File: src/rtl/legv8_pkg.sv
// Shared LEGv8 encoder definitions: op enum, opcodes, field widths, FSM states.
// LEGV8_LI64_EN adds the EXPAND state used by the LI64 pseudo-op.
package legv8_pkg;

    typedef enum logic [4:0] {
        OP_ADD, OP_SUB, OP_AND, OP_ORR, OP_EOR,
        OP_ADDI, OP_SUBI, OP_ANDI, OP_ORRI,
        OP_LDUR, OP_STUR,
        OP_B, OP_BL, OP_CBZ, OP_CBNZ, OP_BCOND, OP_BR,
        OP_MOVZ, OP_MOVK, OP_LI64
    } op_e;

    localparam logic [10:0] OPC_ADD  = 11'h458;
    localparam logic [10:0] OPC_SUB  = 11'h658;
    localparam logic [10:0] OPC_AND  = 11'h450;
    localparam logic [10:0] OPC_ORR  = 11'h550;
    localparam logic [10:0] OPC_EOR  = 11'h650;
    localparam logic [10:0] OPC_LDUR = 11'h7C2;
    localparam logic [10:0] OPC_STUR = 11'h7C0;
    localparam logic [10:0] OPC_BR   = 11'h6B0;
    localparam logic [9:0]  OPC_ADDI = 10'h244;
    localparam logic [9:0]  OPC_SUBI = 10'h344;
    localparam logic [9:0]  OPC_ANDI = 10'h248;
    localparam logic [9:0]  OPC_ORRI = 10'h2C8;
    localparam logic [5:0]  OPC_B    = 6'h05;
    localparam logic [5:0]  OPC_BL   = 6'h25;
    localparam logic [7:0]  OPC_CBZ  = 8'hB4;
    localparam logic [7:0]  OPC_CBNZ = 8'hB5;
    localparam logic [7:0]  OPC_BCND = 8'h54;
    localparam logic [8:0]  OPC_MOVZ = 9'h1A5;
    localparam logic [8:0]  OPC_MOVK = 9'h1E5;

    localparam int unsigned IMM12_W = 12;
    localparam int unsigned ADDR9_W = 9;
    localparam int unsigned IMM19_W = 19;
    localparam int unsigned IMM26_W = 26;
    localparam int unsigned IMM16_W = 16;

    typedef logic [1:0] state_t;
    localparam state_t ST_IDLE   = 2'd0;
    localparam state_t ST_EMIT   = 2'd1;
`ifdef LEGV8_LI64_EN
    localparam state_t ST_EXPAND = 2'd2;
`endif

    // True when value, read as a signed 64-bit number, fits a width-bit two's-complement field.
    function automatic logic fits_signed(input logic [63:0] value, input int unsigned width);
        logic signed [63:0] lim;
        lim = 64'sd1 <<< (width - 1);
        return ($signed(value) >= -lim) && ($signed(value) < lim);
    endfunction

endpackage

File: src/rtl/legv8_field_packer.sv
// Combinational LEGv8 word packer with range checking.
// LI64 packs as its leading MOVZ only when LEGV8_LI64_EN is defined; otherwise it is illegal.
module legv8_field_packer
    import legv8_pkg::*;
(
    input  logic [4:0]  op_i,
    input  logic [4:0]  rd_i,
    input  logic [4:0]  rn_i,
    input  logic [4:0]  rm_i,
    input  logic [63:0] imm_i,
    input  logic [3:0]  cond_i,
    input  logic [1:0]  hw_i,
    output logic [31:0] word_o,
    output logic        illegal_o
);

    always_comb begin
        word_o    = '0;
        illegal_o = 1'b0;
        case (op_i)
            OP_ADD:  word_o = {OPC_ADD, rm_i, 6'd0, rn_i, rd_i};
            OP_SUB:  word_o = {OPC_SUB, rm_i, 6'd0, rn_i, rd_i};
            OP_AND:  word_o = {OPC_AND, rm_i, 6'd0, rn_i, rd_i};
            OP_ORR:  word_o = {OPC_ORR, rm_i, 6'd0, rn_i, rd_i};
            OP_EOR:  word_o = {OPC_EOR, rm_i, 6'd0, rn_i, rd_i};
            OP_ADDI, OP_SUBI, OP_ANDI, OP_ORRI: begin
                illegal_o = |imm_i[63:IMM12_W];
                case (op_i)
                    OP_ADDI: word_o = {OPC_ADDI, imm_i[IMM12_W-1:0], rn_i, rd_i};
                    OP_SUBI: word_o = {OPC_SUBI, imm_i[IMM12_W-1:0], rn_i, rd_i};
                    OP_ANDI: word_o = {OPC_ANDI, imm_i[IMM12_W-1:0], rn_i, rd_i};
                    default: word_o = {OPC_ORRI, imm_i[IMM12_W-1:0], rn_i, rd_i};
                endcase
            end
            OP_LDUR: begin
                illegal_o = !fits_signed(imm_i, ADDR9_W);
                word_o    = {OPC_LDUR, imm_i[ADDR9_W-1:0], 2'b00, rn_i, rd_i};
            end
            OP_STUR: begin
                illegal_o = !fits_signed(imm_i, ADDR9_W);
                word_o    = {OPC_STUR, imm_i[ADDR9_W-1:0], 2'b00, rn_i, rd_i};
            end
            OP_B, OP_BL: begin
                illegal_o = !fits_signed(imm_i, IMM26_W);
                word_o    = {(op_i == OP_BL) ? OPC_BL : OPC_B, imm_i[IMM26_W-1:0]};
            end
            OP_CBZ, OP_CBNZ: begin
                illegal_o = !fits_signed(imm_i, IMM19_W);
                word_o    = {(op_i == OP_CBNZ) ? OPC_CBNZ : OPC_CBZ, imm_i[IMM19_W-1:0], rd_i};
            end
            OP_BCOND: begin
                illegal_o = !fits_signed(imm_i, IMM19_W);
                word_o    = {OPC_BCND, imm_i[IMM19_W-1:0], 1'b0, cond_i};
            end
            OP_BR:   word_o = {OPC_BR, 5'b11111, 6'd0, rn_i, 5'd0};
            OP_MOVZ: begin
                illegal_o = |imm_i[63:IMM16_W];
                word_o    = {OPC_MOVZ, hw_i, imm_i[IMM16_W-1:0], rd_i};
            end
            OP_MOVK: begin
                illegal_o = |imm_i[63:IMM16_W];
                word_o    = {OPC_MOVK, hw_i, imm_i[IMM16_W-1:0], rd_i};
            end
`ifdef LEGV8_LI64_EN
            // Any 64-bit constant is legal; only its low chunk goes into this first word.
            OP_LI64: word_o = {OPC_MOVZ, 2'b00, imm_i[IMM16_W-1:0], rd_i};
`endif
            default: illegal_o = 1'b1;
        endcase
    end

endmodule

File: src/rtl/legv8_instr_encoder.sv
// Request-driven LEGv8 instruction encoder that streams words into instruction memory.
// Define LEGV8_LI64_EN to enable the four-word LI64 expansion.
module legv8_instr_encoder
    import legv8_pkg::*;
#(
    parameter int          ADDR_W    = 8,
    parameter int unsigned BASE_ADDR = 0
) (
    input  logic              clock,
    input  logic              reset,
    input  logic              req_valid,
    output logic              req_ready,
    input  logic [4:0]        req_op,
    input  logic [4:0]        req_rd,
    input  logic [4:0]        req_rn,
    input  logic [4:0]        req_rm,
    input  logic [63:0]       req_imm,
    input  logic [3:0]        req_cond,
    output logic              wr_en,
    input  logic              wr_ready,
    output logic [ADDR_W-1:0] wr_addr,
    output logic [31:0]       wr_data,
    output logic              err,
    output logic              wrapped
);

    state_t            state_q, state_d;
    logic [ADDR_W-1:0] wr_addr_q;
    logic [31:0]       wr_data_q;
    logic              err_q, wrapped_q;
    logic              req_xfer, wr_xfer, load_first, load_next;
    logic [4:0]        pk_op, pk_rd;
    logic [1:0]        pk_hw;
    logic [63:0]       pk_imm;
    logic [31:0]       pk_word;
    logic              pk_illegal;
`ifdef LEGV8_LI64_EN
    logic              li64_q;
    logic [1:0]        cnt_q, cnt_nxt;
    logic [47:0]       imm_hi_q;
    logic [4:0]        rd_q;
    logic [15:0]       chunk;
`endif

    assign req_ready = (state_q == ST_IDLE);
    assign wr_en     = (state_q != ST_IDLE);
    assign wr_addr   = wr_addr_q;
    assign wr_data   = wr_data_q;
    assign err       = err_q;
    assign wrapped   = wrapped_q;
    assign req_xfer  = req_valid && req_ready;
    assign wr_xfer   = wr_en && wr_ready;

    // Outside IDLE the packer precomputes the next MOVK of an LI64 sequence.
    always_comb begin
        pk_op  = req_op;
        pk_rd  = req_rd;
        pk_hw  = req_rm[1:0];
        pk_imm = req_imm;
`ifdef LEGV8_LI64_EN
        cnt_nxt = cnt_q + 2'd1;
        case (cnt_nxt)
            2'd1:    chunk = imm_hi_q[15:0];
            2'd2:    chunk = imm_hi_q[31:16];
            default: chunk = imm_hi_q[47:32];
        endcase
        if (!req_ready) begin
            pk_op  = OP_MOVK;
            pk_rd  = rd_q;
            pk_hw  = cnt_nxt;
            pk_imm = {48'd0, chunk};
        end
`endif
    end

    legv8_field_packer u_packer (
        .op_i      (pk_op),
        .rd_i      (pk_rd),
        .rn_i      (req_rn),
        .rm_i      (req_rm),
        .imm_i     (pk_imm),
        .cond_i    (req_cond),
        .hw_i      (pk_hw),
        .word_o    (pk_word),
        .illegal_o (pk_illegal)
    );

    always_comb begin
        state_d = state_q;
        case (state_q)
            ST_IDLE: if (req_xfer && !pk_illegal) state_d = ST_EMIT;
            ST_EMIT: begin
                if (wr_xfer) begin
`ifdef LEGV8_LI64_EN
                    state_d = li64_q ? ST_EXPAND : ST_IDLE;
`else
                    state_d = ST_IDLE;
`endif
                end
            end
`ifdef LEGV8_LI64_EN
            ST_EXPAND: if (wr_xfer && (cnt_q == 2'd3)) state_d = ST_IDLE;
`endif
            default: state_d = ST_IDLE;
        endcase
    end

    assign load_first = req_xfer && !pk_illegal;
    assign load_next  = wr_xfer && (state_d != ST_IDLE);

    always_ff @(posedge clock) begin
        if (reset) begin
            state_q   <= ST_IDLE;
            wr_addr_q <= ADDR_W'(BASE_ADDR);
            wr_data_q <= '0;
            err_q     <= 1'b0;
            wrapped_q <= 1'b0;
        end else begin
            state_q <= state_d;
            err_q   <= req_xfer && pk_illegal;
            if (load_first || load_next) wr_data_q <= pk_word;
            if (wr_xfer) begin
                wr_addr_q <= wr_addr_q + ADDR_W'(1);
                if (&wr_addr_q) wrapped_q <= 1'b1;
            end
        end
    end

`ifdef LEGV8_LI64_EN
    always_ff @(posedge clock) begin
        if (reset) begin
            li64_q   <= 1'b0;
            cnt_q    <= 2'd0;
            imm_hi_q <= '0;
            rd_q     <= '0;
        end else if (load_first) begin
            li64_q   <= (req_op == OP_LI64);
            cnt_q    <= 2'd0;
            imm_hi_q <= req_imm[63:16];
            rd_q     <= req_rd;
        end else if (load_next) begin
            cnt_q <= cnt_nxt;
        end
    end
`endif

endmodule

File: config.mk
export PLATFORM = sky130hd
export DESIGN_NAME = legv8_instr_encoder
export DESIGN_NICKNAME = d
export VERILOG_FILES = /design/src/rtl/legv8_pkg.sv /design/src/rtl/legv8_field_packer.sv /design/src/rtl/legv8_instr_encoder.sv
export SDC_FILE = /design/constraint.sdc
export NUM_CORES = 1
export LEC_CHECK = 0
export CORE_ASPECT_RATIO = 0.5
export CORE_MARGIN = 8
export CORE_UTILIZATION = 30
export CTS_BUF_LIST = sky130_fd_sc_hd__clkbuf_4
export DETAILED_ROUTE_END_ITERATION = 6
export SLEW_MARGIN = 20
export SYNTH_ARGS = -nofsm -noshare
export SYNTH_HDL_FRONTEND = slang
export SYNTH_SLANG_ARGS = --single-unit
File: constraint.sdc
create_clock -name clock -period 1.85 [get_ports clock]
set_input_delay 0.185 -clock clock [delete_from_list [all_inputs] [get_ports clock]]
set_output_delay 0.185 -clock clock [all_outputs]
set_load 0.005 [all_outputs]
# ---- After elaboration in Yosys (flattened, before gate mapping)
# Index checks and enable logic that the tools add are counted.
dict set report totals {
  regBits 44
  out_inout_bits 44
}
dict set report op_classes {
  addsub 1
  magnitude_cmp 6
  n_eq_ne 19
  n_mux 8
  reduce_logical 27
}
# op count
set op_table {}
lappend op_table {{$pmux W32 S14} 1}
lappend op_table {{$pmux W31 S3} 1}
lappend op_table {{$ge A64 B19 Y1 const B} 1}
lappend op_table {{$ge A64 B26 Y1 const B} 1}
lappend op_table {{$ge A64 B9 Y1 const B} 1}
lappend op_table {{$lt A64 B10 Y1 const B} 1}
lappend op_table {{$lt A64 B20 Y1 const B} 1}
lappend op_table {{$lt A64 B27 Y1 const B} 1}
lappend op_table {{$reduce_or A52 Y1} 1}
lappend op_table {{$reduce_or A48 Y1} 1}
lappend op_table {{$eq A5 B4 Y1 const B} 8}
lappend op_table {{$eq A5 B3 Y1 const B} 4}
lappend op_table {{$eq A5 B5 Y1 const B} 3}
lappend op_table {{$eq A5 B2 Y1 const B} 2}
lappend op_table {{$reduce_and A9 Y1} 1}
lappend op_table {{$add A8 B1 Y8 const B} 1}
lappend op_table {{$logic_and A1 B1 Y1} 8}
lappend op_table {{$reduce_or A2 Y1} 4}
lappend op_table {{$mux W6} 1}
lappend op_table {{$pmux W1 S6} 1}
lappend op_table {{$reduce_or A6 Y1} 1}
lappend op_table {{$eq A5 B1 Y1 const B} 1}
lappend op_table {{$logic_not A5 Y1} 1}
lappend op_table {{$logic_not A1 Y1} 4}
lappend op_table {{other kinds (9)} 11}

# ---- Logic depth before layout (Yosys ltp)
# Gate-level depths: netlist of run 1.
dict set report logic_depth {
  word_depth 11
  mapped_depth 10
  ltp_nobuf 7
}

# ---- Modules after synthesis
# From an unflattened synthesis of run 1, not the netlist that was laid out.
dict set report unflattened {
  hier_cells 392
  area_unflattened_um2 2850.2
}
# module n_inst cells_each area_each_um2 seq_area_each_um2
set modules_own_cells {}
lappend modules_own_cells {legv8_instr_encoder 1 195 1700.4 880.8}
lappend modules_own_cells {legv8_field_packer 1 197 1149.9 0.0}

# ---- Worst setup path after synthesis of run 1
# Ideal clock, no wire load.
dict set report synth_path {
  path_type {input port to flip-flop}
  from {input port req_imm[44]}
  to {register wr_data_q[0], in the netlist wr_data[0]}
  arrival_time_ps 1831
  setup_slack_ps -125
  stages 8
  path_buffers 1
  path_cell_list {nor4_1 > nand4_1 > nor4_4 > a21boi_1 > o22a_1 > nor2_4 > buf_2 > a211oi_1}
}
dict set report synth_between {
  elab_chain_cells 11
  word_cells_on_any_way 22
  cone_classes {order compare: 6; mux: 3; reduce/logical: 13}
}
# element line
set synth_rtl {}
lappend synth_rtl {{start, declared} legv8_instr_encoder.sv:17} ;# input logic [63:0] req_imm,
lappend synth_rtl {{$ge A64 B19 Y1, or another cell as far along} legv8_pkg.sv:50} ;# return ($signed(value) >= -lim) && ($signed(value) < lim);
lappend synth_rtl {{$logic_and A1 B1 Y1} legv8_pkg.sv:50}
lappend synth_rtl {{$logic_not A1 Y1, on equally long branches} -}
lappend synth_rtl {{$pmux W1 S6 (*)} legv8_field_packer.sv:20} ;# case (op_i)
lappend synth_rtl {{$logic_not A1 Y1 (*)} {legv8_instr_encoder.sv:91, legv8_instr_encoder.sv:108}}
lappend synth_rtl {{$logic_and A1 B1 Y1 (*)} {legv8_instr_encoder.sv:91, legv8_instr_encoder.sv:108}}
lappend synth_rtl {{$mux W2} legv8_instr_encoder.sv:91} ;# ST_IDLE: if (req_xfer && !pk_illegal) state_d = ST_EMIT;
lappend synth_rtl {{$pmux W2 S2} legv8_instr_encoder.sv:90} ;# case (state_q)
lappend synth_rtl {{$reduce_bool A2 Y1} legv8_instr_encoder.sv:109} ;# assign load_next = wr_xfer && (state_d != ST_IDLE);
lappend synth_rtl {{$logic_and A1 B1 Y1} legv8_instr_encoder.sv:109}
lappend synth_rtl {{$logic_or A1 B1 Y1 (*)} legv8_instr_encoder.sv:121} ;# if (load_first || load_next) wr_data_q <= pk_word;
lappend synth_rtl {{end signal, assigned} legv8_instr_encoder.sv:121}
lappend synth_rtl {{end, declared} legv8_instr_encoder.sv:29} ;# logic [31:0] wr_data_q;
# Mark *: on every way between the ends. The rest lies on a longest branch, timed or not.
# A chain may end at the register's enable or synchronous reset.

# ---- Worst setup path after layout of run 1
dict set report layout_path {
  from {input port req_imm[27]}
  to {register wr_data_q[9], in the netlist wr_data[9]}
}
# Same word-level chain as after synthesis.

==> results of run 1 <==
## cells in the final DEF, fill, tap and decap left out, drive strengths merged, types with 2 or more instances in the layout
master           n
dlygate4sd2     14
a311oi           7
a31oi            5
nor2            20
clkdlybuf4s50   81
clkdlybuf4s15   16
nand2           23
nor2b            6
buf            123
o21ai           14
xor2             4
and3             4
nand2b           7
clkinv           3
mux2i            3
a222oi          12
a211oi          24
clkbuf           5
a22oi           16
o22ai            2
or3              3
dfxtp           44
nand3            7
inv              3
o31ai            2
a21oi           40
o22a             2
a221oi           7
xnor2            2
nor4            15
o41ai            2
nor3            12
nand4           17
## cells by family after synthesis
family	after synthesis	share of synthesized area (%)
AO/OA/AOI/OAI	139	35.11
buffers and inverters	32	9.203
AND/OR/NAND/NOR	118	22.33
adder cells (fa/ha/maj)	1	0.4260
flip-flops	44	30.00
XOR/XNOR	6	1.790
multiplexers	3	1.023
other	1	0.1277
## flip-flops by register name, summed over array words and instances, names as in the netlist
register  flops
err           1
wr_data      32
wrapped       1
wr_addr       8
state_q       2
## per-layer routing
layer	up-vias	track usage [%]	part of all wire (%)
li1	1815	-	-
met1	1863	26.37	44
met2	158	32.43	47
met3	19	4.865	7.1
met4	0	5.070	1.5
met5	-	0	0
## worst register-to-register path: stages (launching register included)
cell	delay, ps
dfxtp_1	350
nor2_1	220
nand2_1	140
and4b_2	390
buf_6	130
buf_12	130
a21oi_1	90
a311oi_2	190
## how the worst max path moves through the flow
stage	cells past startpoint	end	slack (ps)
3_5_place_dp	9	wr_data[14]$_SDFFE_PP0P_	-760
3_3_place_gp	9	wr_data[12]$_SDFFE_PP0P_	-740
2_1_floorplan	9	wr_data[12]$_SDFFE_PP0P_	-10
6_report	11	wr_data[9]$_SDFFE_PP0P_	-180
5_1_grt	10	wr_data[12]$_SDFFE_PP0P_	-220
4_1_cts	11	wr_data[28]$_SDFFE_PP0P_	-60
## power by group
part	total (µW)	switching, µW	internal, µW
registers	1010	22.5	986
clock network	634	351	283
logic	933	431	502
total	2580	805	1770
## what timing repair did
item	4_1_cts	5_1_grt
endpoints found under the setup margin	34	34
buffers inserted	20	1
pin swaps	40	12
cloned	9	0
resized for setup	210	12
## layout make-up
cell class                 instances  share of cell area (%)
multi-input combinational        268                   38.65
sequential                        44                   16.30
tap                              135                   3.126
timing repair buffer             234                   40.16
clock buffer                       5                  0.6948
inverter                           4                  0.2779
clock inverter                     3                  0.7874
## through the flow
stage | util [%] | worst slack, ps
floorplan | - | -14.41
global placement | 50.85 | -739.6
detailed placement | 50.85 | -763.8
CTS | 57.02 | -60.06
global route | 57.00 | -216.6
finish | 57.00 | -178.8
==> results_dict.tcl, run 1 <==
set metrics [dict create \
    status "complete, but fails checks" \
    violations "design-rule violations, negative setup slack" \
    relSlewSlack_pct 60.19 \
    max_clock_freq_ghz 0.4929 \
    tightest_slew_ps 597.1 \
    synth_top_area_cell "dfxtp_1" \
    h-tree-depth 2 \
    grt-ovfl-total 0 \
    coreArea_um2 9478 \
    finalInstanceArea_um2 5403 \
    whs_path_depth 2 \
    grt_use_total_pct 20.11 \
    clk_pin_slew_ps 150 \
    synth_edf_count 0 \
    drt_wl_total_um 13770 \
    min_from "reset" \
    syn_nets 437 \
    path_cells "buf_8 -> nor4_4 -> nand4_1 -> nor4_4 -> buf_4 -> a21boi_4 -> o22a_1 -> nor2_4 -> buf_6 -> buf_16 -> a211oi_2" \
    syn2layout_area_growth_pct 83.98 \
    finClkSkew_ps 7.649 \
    clock_latency_ps 370 \
    cts_buffers 5 \
    synth.ff_latch_count 44 \
    drt-pass1-iter-count 7 \
    path_common_cell "nor4_4" \
    critPathMaxFanout 6 \
    min_to "wr_data[10]$_SDFFE_PP0P_" \
    crit_slowest_cell "nor4_4" \
    setup.worst_path.class "input port to flip-flop" \
    drt_iter0_markers 379 \
    drcViolationCount 1 \
    period_minus_slack_ps 2029 \
    drive_above_1_share_pct 34.77 \
    final.period_utilization_pct 109.7 \
    antenna_found_initial 0 \
    r2r_cells 7 \
    ys_types 55 \
    num_vias 3855 \
    end_kind "flip-flop" \
    numPortBuffers 135 \
    cp.arrival_ps 2290 \
    hp-class "input port to flip-flop" \
    grt_pass1_vias 3891 \
    yosysSeqAreaShare_pct 30.00 \
    yosysTopAreaCellShare_pct 30.00 \
    setup_tns_ps -4193 \
    maxCapViolCount 0 \
    synthCells 344 \
    synth_area_leaders "dfxtp_1, a21oi_1, a211oi_2" \
    r2r_slack_ps 130 \
    die_y_um 85.96 \
    drt-vias-per-instance 5.563 \
    yosysMostFrequentCell "dfxtp_1" \
    grt_pass1_wl_um 21540 \
    avgSynthCellArea_um2 8.537 \
    synth_commonest_cells "dfxtp_1, a21oi_1, nand2_1" \
    seq_area_um2 880.8 \
    start_util_pct 30.98 \
    reg2reg_to "wr_data[21]$_SDFFE_PP0P_" \
    ys.flop_type "dfxtp_1" \
    rsz0062_at_grt "yes" \
    die_w_um 155.9 \
    root_buffer "clkbuf_4" \
    num_rows 25 \
    hpwl_um 9708 \
    fin_nets 650 \
    cp.required_ps 2110 \
    ctsHoldBuffers 0 \
    multi_input_area_um2 2088 \
    critPathTopFamily "simple AND/OR/NAND/NOR gates" \
    ys_async_sr_fraction_pct 0 \
    crit_start "req_imm[27]" \
    setup_viol 33 \
    startpoint_type "input port" \
    timing.final.hold_violations 0 \
    dpl_cell_area_um2 4820 \
    critPathBufInv 4 \
    tritoncts "yes" \
    wire_per_inst_um 19.87 \
    hold_slack_ps 345.2 \
    max_stage_delay_ps 410 \
    yosys_warnings 0 \
    peakVddDrop_v 0.0002599 \
    fin_cells 693 \
    ioPinCount 136 \
    syn_area_um2 2937 \
    drv_slew 0 \
    power.total_uw 2576 \
    power.density_nw_per_um2 476.9 \
    p_leak_uw 0.001945 \
    r2r-start "state_q[1]$_SDFF_PP0_" \
    dp_cells 658 \
    fin_ws_ps -178.8 \
    cts_buffer_depth 2 \
    dieArea_um2 13400 \
    grt_max_degree 32 \
    fillerInstances 868 \
    antenna_left 0 \
    antennaDiodeCount 0 \
    cts.sinks 44 \
    place_congestion 0.9743 \
]
No activity file was read; power rests on OpenSTA's default activity.
==> run 2: changes to the inputs <==
PLACE_DENSITY = 0.72   (was not set)
==> run 2 against run 1 <==
The run ends with negative setup slack left. Core utilization rose by 0.21 points. Wire length shrank 0.35%. Worst hold slack got worse by 73 ps. Combinational power is essentially flat. Non-clock buffer count shrank 4.
==> results_dict.tcl, run 2 (synthesis gave the netlist of run 1 again) <==
set metrics [dict create \
    grt_use_total_pct 18.91 \
    finalInstanceArea_um2 5423 \
    hpwl_um 9976 \
    cp.required_ps 2150 \
    grt_pass1_wl_um 20210 \
    max_stage_delay_ps 330 \
    grt_max_degree 32 \
    tritoncts "yes" \
    ctsHoldBuffers 0 \
    status "complete, but fails checks" \
    critPathTopFamily "buffers and inverters" \
    timing.final.hold_violations 0 \
    drt_iter0_markers 375 \
    cts_buffers 5 \
    max_clock_freq_ghz 0.4694 \
    num_vias 3840 \
    violations "negative setup slack" \
    hp-class "input port to flip-flop" \
    drt-vias-per-instance 5.573 \
    layout_commonest_cell "clkdlybuf4s50_1" \
    antennaDiodeCount 0 \
    h-tree-depth 2 \
    setup.worst_path.class "input port to flip-flop" \
    critPathMaxFanout 15 \
    setup_tns_ps -7105 \
    cp.arrival_ps 2430 \
    clock_latency_ps 380 \
    antenna_found_initial 0 \
    min_from "reset" \
    root_buffer "clkbuf_4" \
    fin_ws_ps -280.3 \
    maxCapViolCount 0 \
    drt_wl_total_um 13730 \
    final.period_utilization_pct 115.2 \
    tightest_slew_ps 862.3 \
    num_rows 25 \
    grt-ovfl-total 0 \
    startpoint_type "input port" \
    start_util_pct 30.98 \
    path_cells "clkdlybuf4s15_2 -> nor4_4 -> nand4_1 -> buf_6 -> nor4_4 -> buf_4 -> buf_6 -> a21boi_4 -> o22ai_4 -> clkbuf_16 -> a21oi_1 -> a211oi_1" \
    clk_pin_slew_ps 140 \
    drt-pass1-iter-count 5 \
    finClkSkew_ps 8.285 \
    critPathBufInv 5 \
    setup_viol 33 \
    die_w_um 155.9 \
    place_congestion 0.9260 \
    drive_above_1_share_pct 33.21 \
    crit_slowest_cell "o22ai_4" \
    peakVddDrop_v 0.0004598 \
    cts_buffer_depth 2 \
    crit_start "req_imm[41]" \
    numPortBuffers 135 \
    drv_slew 0 \
    end_kind "flip-flop" \
    r2r-start "state_q[1]$_SDFF_PP0_" \
    ioPinCount 136 \
    grt_pass1_vias 3618 \
    p_leak_uw 0.001940 \
    largest_reg_flops 32 \
    mostFrequentLayoutCells "clkdlybuf4s50_1, buf_4, dfxtp_1, a21oi_1, nand2_1" \
    wire_per_inst_um 19.92 \
    cts.sinks 44 \
    relSlewSlack_pct 42.52 \
    fillerInstances 806 \
    fin_nets 646 \
    dpl_cell_area_um2 4862 \
    drcViolationCount 0 \
    syn2layout_area_growth_pct 84.66 \
    rsz0062_at_grt "yes" \
    die_y_um 85.96 \
    coreArea_um2 9478 \
    antenna_left 0 \
    dieArea_um2 13400 \
    period_minus_slack_ps 2130 \
    power.density_nw_per_um2 475.3 \
]
==> run 2: changes by cell type in the layout (fill, tap and decap cells not counted), moves of 3 or more <==
cell and change:
clkdlybuf4s50_1 +3, clkdlybuf4s15_1 -4, dlygate4sd2_1 +5, buf_4 -6, buf_2 -8, clkbuf_2 +3
==> run 2: stage by stage <==
step	utilization [%]	total power [µW]	setup WS [ps]	std cells	hold WS, ps
2_1_floorplan	-	1351	-14.41	344	339.3
3_3_place_gp	51.30	1852	-880.5	662	408.2
3_5_place_dp	51.30	1857	-891.1	662	416.6
4_1_cts	56.09	2531	-120.4	686	257.5
5_1_grt	57.21	2679	-259.1	689	279.5
6_report	57.21	2578	-280.3	689	272.3
==> run 2: metal layers <==
layer  routed length, µm  up-vias  GRT usage [%]
met2                6610      174          31.80
met5                   0        -              0
met1                5915     1843          24.88
li1                    -     1806              -
met4                 171        0          3.846
met3                1027       17          3.260
==> run 2: worst register-to-register path: cells and delay by family, from the launching register on <==
| kind | cells | cell delay, ps |
|---|---|---|
| and+or+nand+nor | 3 | 680 |
| buffers and inverters | 1 | 190 |
| AOI/OAI and AO/OA | 2 | 340 |
| DFF | 1 | 340 |
==> run 2: final cells by class <==
type	instances	area (µm²)	area share [%]
repair buffers	230	2193	40.45
multi-input cells	268	2085	38.44
flip-flops and latches	44	880.8	16.24
well taps	135	168.9	3.115
clock inverters	3	42.54	0.7845
clock buffers	5	37.54	0.6922
inverters	4	15.01	0.2769
==> run 2: repair_timing <==
item | CTS | global route
pin swaps | 27 | 21
cloned | 4 | 2
hold endpoints to repair | 0 | 0
setup buffers | 12 | 4
endpoints found under the setup margin | 34 | 34
resized for setup | 164 | 24
==> run 2: power breakdown <==
| part | internal, µW | switching, µW |
|---|---|---|
| Combinational | 502 | 427 |
| Clock | 282 | 356 |
| Sequential | 986 | 24.1 |
==> run 2: final timing paths <==
check / endpoint / slack, ps / depth (start not counted)
min: wr_addr[1]$_SDFFE_PP0P_ / 270 / 2
max: wr_data[25]$_SDFFE_PP0P_ / -280 / 12
min reg2reg: state_q[0]$_SDFF_PP0_ / 440 / 1
max reg2reg: wr_data[14]$_SDFFE_PP0P_ / 240 / 6
